`src/rtl/icb_regfile_param.sv`:
```
// ICB slave register file: N_RW byte-maskable control registers followed by N_RO
// status registers, with a single registered response slot and per-register write strobes.
module icb_regfile_param #(
  parameter int unsigned N_RW    = 32,
  parameter int unsigned N_RO    = 12,
  parameter int unsigned IDX_W   = 7,
  parameter logic [31:0] RST_VAL = 32'h0
) (
  input  logic                                     clk,
  input  logic                                     rst_n,
  input  logic                                     i_icb_cmd_valid,
  output logic                                     i_icb_cmd_ready,
  input  logic [31:0]                              i_icb_cmd_addr,
  input  logic                                     i_icb_cmd_read,
  input  logic [31:0]                              i_icb_cmd_wdata,
  input  logic [3:0]                               i_icb_cmd_wmask,
  output logic                                     i_icb_rsp_valid,
  input  logic                                     i_icb_rsp_ready,
  output logic [31:0]                              i_icb_rsp_rdata,
  output logic                                     i_icb_rsp_err,
  input  logic [((N_RO > 0) ? 32*N_RO : 32)-1:0]   ro_data_i,
  output logic [32*N_RW-1:0]                       rw_data_o,
  output logic [N_RW-1:0]                          wr_stb_o
);

  localparam int unsigned RO_N  = (N_RO > 0) ? N_RO : 1;
  localparam int unsigned RW_AW = (N_RW > 1) ? $clog2(N_RW) : 1;
  localparam int unsigned RO_AW = (RO_N > 1) ? $clog2(RO_N) : 1;

  logic [IDX_W-1:0] idx;
  logic [RW_AW-1:0] rw_idx;
  logic [RO_AW-1:0] ro_idx;
  logic             is_rw, is_ro, misaligned, acc_err, accept, wr_en;
  logic [31:0]      rd_mux;
  logic [31:0]      rw_arr [N_RW];
  logic [31:0]      ro_arr [RO_N];
  logic [N_RW-1:0]  wr_dec;
  logic             unused_addr_hi;

  logic             rsp_valid_q, rsp_valid_d;
  logic [31:0]      rsp_rdata_q, rsp_rdata_d;
  logic             rsp_err_q, rsp_err_d;
  logic [N_RW-1:0]  wr_stb_q;

  assign unused_addr_hi = ^i_icb_cmd_addr[31:IDX_W+2];

  assign i_icb_cmd_ready = ~rsp_valid_q | i_icb_rsp_ready;
  assign accept          = i_icb_cmd_valid & i_icb_cmd_ready;

  assign idx        = i_icb_cmd_addr[IDX_W+1:2];
  assign rw_idx     = RW_AW'(idx);
  assign ro_idx     = RO_AW'(32'(idx) - N_RW);
  assign misaligned = |i_icb_cmd_addr[1:0];
  assign is_rw      = 32'(idx) < N_RW;
  assign is_ro      = (32'(idx) >= N_RW) && (32'(idx) < N_RW + N_RO);
  // RO targets are legal only for reads; everything else outside the RW window errors.
  assign acc_err    = misaligned | ~(is_rw | (is_ro & i_icb_cmd_read));
  assign wr_en      = accept & ~i_icb_cmd_read & ~acc_err;

  for (genvar j = 0; j < RO_N; j++) begin : g_ro
    assign ro_arr[j] = ro_data_i[32*j +: 32];
  end

  assign rd_mux = is_rw ? rw_arr[rw_idx] : ro_arr[ro_idx];

  for (genvar i = 0; i < N_RW; i++) begin : g_rw
    logic [31:0] reg_q, reg_d;

    always_comb begin
      reg_d = reg_q;
      if (wr_en && (rw_idx == RW_AW'(i))) begin
        for (int unsigned k = 0; k < 4; k++) begin
          if (i_icb_cmd_wmask[k]) reg_d[8*k +: 8] = i_icb_cmd_wdata[8*k +: 8];
        end
      end
    end

    always_ff @(posedge clk or negedge rst_n) begin
      if (!rst_n) reg_q <= RST_VAL;
      else        reg_q <= reg_d;
    end

    assign rw_arr[i]             = reg_q;
    assign rw_data_o[32*i +: 32] = reg_q;
  end

  always_comb begin
    wr_dec = '0;
    if (wr_en) wr_dec[rw_idx] = 1'b1;
  end

  // A new accept overrides a consumed response, keeping one transaction per cycle.
  always_comb begin
    rsp_valid_d = rsp_valid_q;
    rsp_rdata_d = rsp_rdata_q;
    rsp_err_d   = rsp_err_q;
    if (accept) begin
      rsp_valid_d = 1'b1;
      rsp_err_d   = acc_err;
      rsp_rdata_d = (i_icb_cmd_read && !acc_err) ? rd_mux : '0;
    end else if (i_icb_rsp_ready) begin
      rsp_valid_d = 1'b0;
    end
  end

  always_ff @(posedge clk or negedge rst_n) begin
    if (!rst_n) begin
      rsp_valid_q <= 1'b0;
      rsp_rdata_q <= '0;
      rsp_err_q   <= 1'b0;
      wr_stb_q    <= '0;
    end else begin
      rsp_valid_q <= rsp_valid_d;
      rsp_rdata_q <= rsp_rdata_d;
      rsp_err_q   <= rsp_err_d;
      wr_stb_q    <= wr_dec;
    end
  end

  assign i_icb_rsp_valid = rsp_valid_q;
  assign i_icb_rsp_rdata = rsp_rdata_q;
  assign i_icb_rsp_err   = rsp_err_q;
  assign wr_stb_o        = wr_stb_q;

endmodule

```
`config.mk`:
```
export PLATFORM = sky130hd
export DESIGN_NAME = icb_regfile_param
export DESIGN_NICKNAME = d
export VERILOG_FILES = /design/src/rtl/icb_regfile_param.sv
export SDC_FILE = /design/constraint.sdc
export NUM_CORES = 2
export LEC_CHECK = 0
export ABC_AREA = 1
export BUFFER_PORTS_ARGS = -buffer_cell sky130_fd_sc_hd__buf_2
export CAP_MARGIN = 20
export CORE_AREA = 2 2 599 601
export CTS_BUF_LIST = sky130_fd_sc_hd__clkbuf_8
export DETAILED_ROUTE_END_ITERATION = 10
export DIE_AREA = 0 0 601 603
export GPL_ROUTABILITY_DRIVEN = 0
export SYNTH_ARGS = -nofsm -noshare
export SYNTH_HDL_FRONTEND = slang
export SYNTH_SLANG_ARGS = --single-unit
export TNS_END_PERCENT = 20
```
`constraint.sdc`:
```
create_clock -name clk -period 2.6 [get_ports clk]
set_input_delay 0.26 -clock clk [delete_from_list [all_inputs] [get_ports clk]]
set_output_delay 0.26 -clock clk [all_outputs]
set_load 0.02 [all_outputs]
```
==> flow_metrics.env <==
export IMPL_worst_pin_slew_ns=1.12
export IMPL_setup_slack_ns=0.0463
export IMPL_status="complete, but fails checks"
export IMPL_drcViolationCount=0
export IMPL_fin_crit_ns=2.55
export IMPL_leakage_uw=0.0489
export IMPL_synthTopCellsByArea="dfrtp_1 (46%), nand2_1 (28%), nand3_1 (8.8%)"
export IMPL_cts_sinks=1090
export IMPL_vdd_ir_drop_worst_mv=0.483
export IMPL_yosysTopAreaCell="dfrtp_1"
export IMPL_drv_cap=0
export IMPL_dp_cells=15500
export IMPL_yosysMostFrequentCell="nand2_1"
export IMPL_final_hold_viol_count=1
export IMPL_start_util_pct=16.8
export IMPL_drt_initial_drc_count=9986
export IMPL_crit_arrival_ns=3.43
export IMPL_cts_made_buffers=208
export IMPL_num_vias=72600
export IMPL_netlist_area_leader_share_pct=45.6
export IMPL_clock_skew_ns=0.102
export IMPL_ys_seq_elements=1090
export IMPL_crit_type="primary input to register"
export IMPL_drv_slew=0
export IMPL_relSlewSlack_pct=25.6
export IMPL_seq_area_frac_synth_pct=45.6
export IMPL_whs_ns=-0.103
export IMPL_gr_total_overflow=0
export IMPL_final_nets=11600
export IMPL_hpwl_um=361000
export IMPL_syn_avg_cell_area_um2=6.51
export IMPL_setup_violations=0
export IMPL_drive_above_1_share_pct=22.2
export IMPL_synth_ff_type="dfrtp_1"
export IMPL_p_per_area_nw_per_um2=508
export IMPL_finalNonFillerCells=16100
export IMPL_die_area_um2=362000
export IMPL_cts_root_buf="clkbuf_8"
export IMPL_netlist_area_um2=59900
export IMPL_die_y_um=603
export IMPL_rsz0062_at_grt="yes"
export IMPL_insertion_delay_ns=1.06
export IMPL_grt_max_degree=123
export IMPL_worst_setup_path_end_kind="register"
export IMPL_grt_pass1_wl_um=594000
export IMPL_h_tree_depth=4
export IMPL_avgViaCountPerCell=4.52
export IMPL_chipWidth_um=601
export IMPL_cts_tree="built"
export IMPL_synth_edf_count=0
export IMPL_wl_per_cell_um=28.2
export IMPL_routed_wl_um=454000
export IMPL_io_buffers=1524
export IMPL_critPathLaunchType="primary input"
export IMPL_violations="negative hold slack"
export IMPL_synth_cells=9192
export IMPL_synthArstFlopShare_pct=100
export IMPL_ant_nets=0
export IMPL_synthTopCellsByCount="nand2_1 (4437), dfrtp_1 (1090), nand3_1 (1053)"
export IMPL_grt_usage_pct=23.9
export IMPL_required_ns=3.48
export IMPL_area_delta_synth_final_pct=41.1
export IMPL_synth_cell_types=22
export IMPL_cts_path_max_buffers=4
export IMPL_dp_worst_setup_slack_ns=-0.195
export IMPL_final_period_utilization_pct=98.2
export IMPL_coreArea_um2=355000
export IMPL_worstPathMaxFanout=8
export IMPL_clk_pin_slew_worst_paths_ns=0.05
export IMPL_min_path_type="primary input to register"
export IMPL_io_pin_count=1548
export IMPL_yosys_warnings=0
export IMPL_antenna_found_initial=89
export IMPL_syn_nets=9649
export IMPL_max_freq_mhz=392
export IMPL_dr_pass1_iters=7
export IMPL_grt_pass1_vias=66000
export IMPL_rows=219
registers in the layout (all words and copies together), names as in the netlist:
register and flops:
i_icb_rsp_err 1, i_icb_rsp_rdata 32, i_icb_rsp_valid 1, wr_stb_o 32, g_rw.reg_q 1024
timing repair:
item / CTS / global route
hold endpoints to repair: 2123 / 1
gates cloned: 0 / 3
pin swaps: 0 / 4
hold buffers: 160 / 1
endpoints found under the setup margin: 1 / 90
gates resized for setup: 1 / 43
setup buffers: 0 / 17
per-layer routing:
metal  up-vias  GRT usage (%)  share of wire (%)  wire length [um]
met5         -              0              0.046               207
met4        32           17.0                8.8             40000
met3      1114           7.93                 12             53600
met2      4974           35.9                 43            194000
met1     34600           28.5                 37            166000
li1      31900              -                  -                 -
critical path: stages:
cell and delay, ns:
dlygate4sd3_1 0.57, buf_8 0.16, buf_12 0.15, nor2_4 0.14, buf_6 0.13, inv_8 0.05
buf_16 0.15, nor2_1 0.13, nor2_1 0.06, dlygate4sd3_1 0.55, nand2_1 0.07, dlygate4sd3_1 0.57
nand2_1 0.10, nand3_1 0.11, a21oi_1 0.06, nand2_1 0.08, nand2_1 0.04
placed cells by master, fill, tap and decap left out, types with 2 or more instances in the layout:
master	instances
buf_4	402
buf_12	180
buf_8	3
a21oi_1	124
nand3_1	1052
diode_2	65
inv_4	2
bufinv_16	11
inv_2	6
nand4_1	9
buf_6	11
buf_2	1516
inv_12	3
inv_1	818
nor2_4	11
nand2_4	6
a21oi_2	3
nor3_1	2
dfrtp_1	1090
clkinvlp_4	7
buf_16	4
nor2_1	974
clkinv_2	23
o21ai_0	67
dlygate4sd3_1	158
clkbuf_8	258
nor3_4	27
o21bai_1	42
nand2_2	16
nand2_1	4415
inv_8	7
clkbuf_16	3
path summary, 6_finish.rpt:
kind,from,endpoint,slack (ns),depth (start not counted)
worst max register to register,i_icb_rsp_valid,g_rw[3].reg_q[23],0.14,10
worst min-delay path,ro_data_i[230],i_icb_rsp_rdata[6],-0.10,9
worst min register to register,i_icb_rsp_rdata[29],i_icb_rsp_rdata[29],0.47,2
max in group asynchronous,rst_n,g_rw[17].reg_q[0],1.01,7
worst max-delay path,i_icb_cmd_addr[3],i_icb_rsp_rdata[14],0.05,17
min in group asynchronous,rst_n,g_rw[22].reg_q[12],0.45,4
cells by family after synthesis:
group / share of synthesized area (%)
compound gates: 2.16
buf+inv: 8.69
flops: 45.6
simple gates: 43.6
through the flow:
stage / total power, uW / utilization, % / hold slack, ns / TNS (ns) / area (um^2)
finish: 42900 / 23.8 / -0.103 / 0 / 84500
global route: 44300 / 23.8 / 0.0210 / -0.0644 / 84400
CTS: 43100 / 23.6 / 0.00315 / 0 / 83900
detailed placement: 24000 / 21.9 / 0.203 / -2.97 / 77900
global placement: 24000 / 21.9 / 0.205 / -3.08 / 77900
floorplan: 20100 / - / -0.0356 / 0 / 59900
area by class of cell:
class,count,area [um^2]
diodes,65,163
clock buffers,256,3520
clock inverters,113,850
fillers,39800,271000
inverters,766,2910
multi-input cells,6752,27600
flip-flops and latches,1090,27300
well taps,4751,5940
repair buffers,2280,16200
power by group:
| group | total, uW | leakage, uW | switching [uW] | internal [uW] |
|---|---|---|---|---|
| clock network | 18800 | 0.00248 | 8790 | 9990 |
| registers | 17300 | 0.0150 | 168 | 17100 |
| logic | 6860 | 0.0314 | 4830 | 2020 |
| total | 42900 | 0.0489 | 13800 | 29100 |
Power figures use the tool's default switching activity.
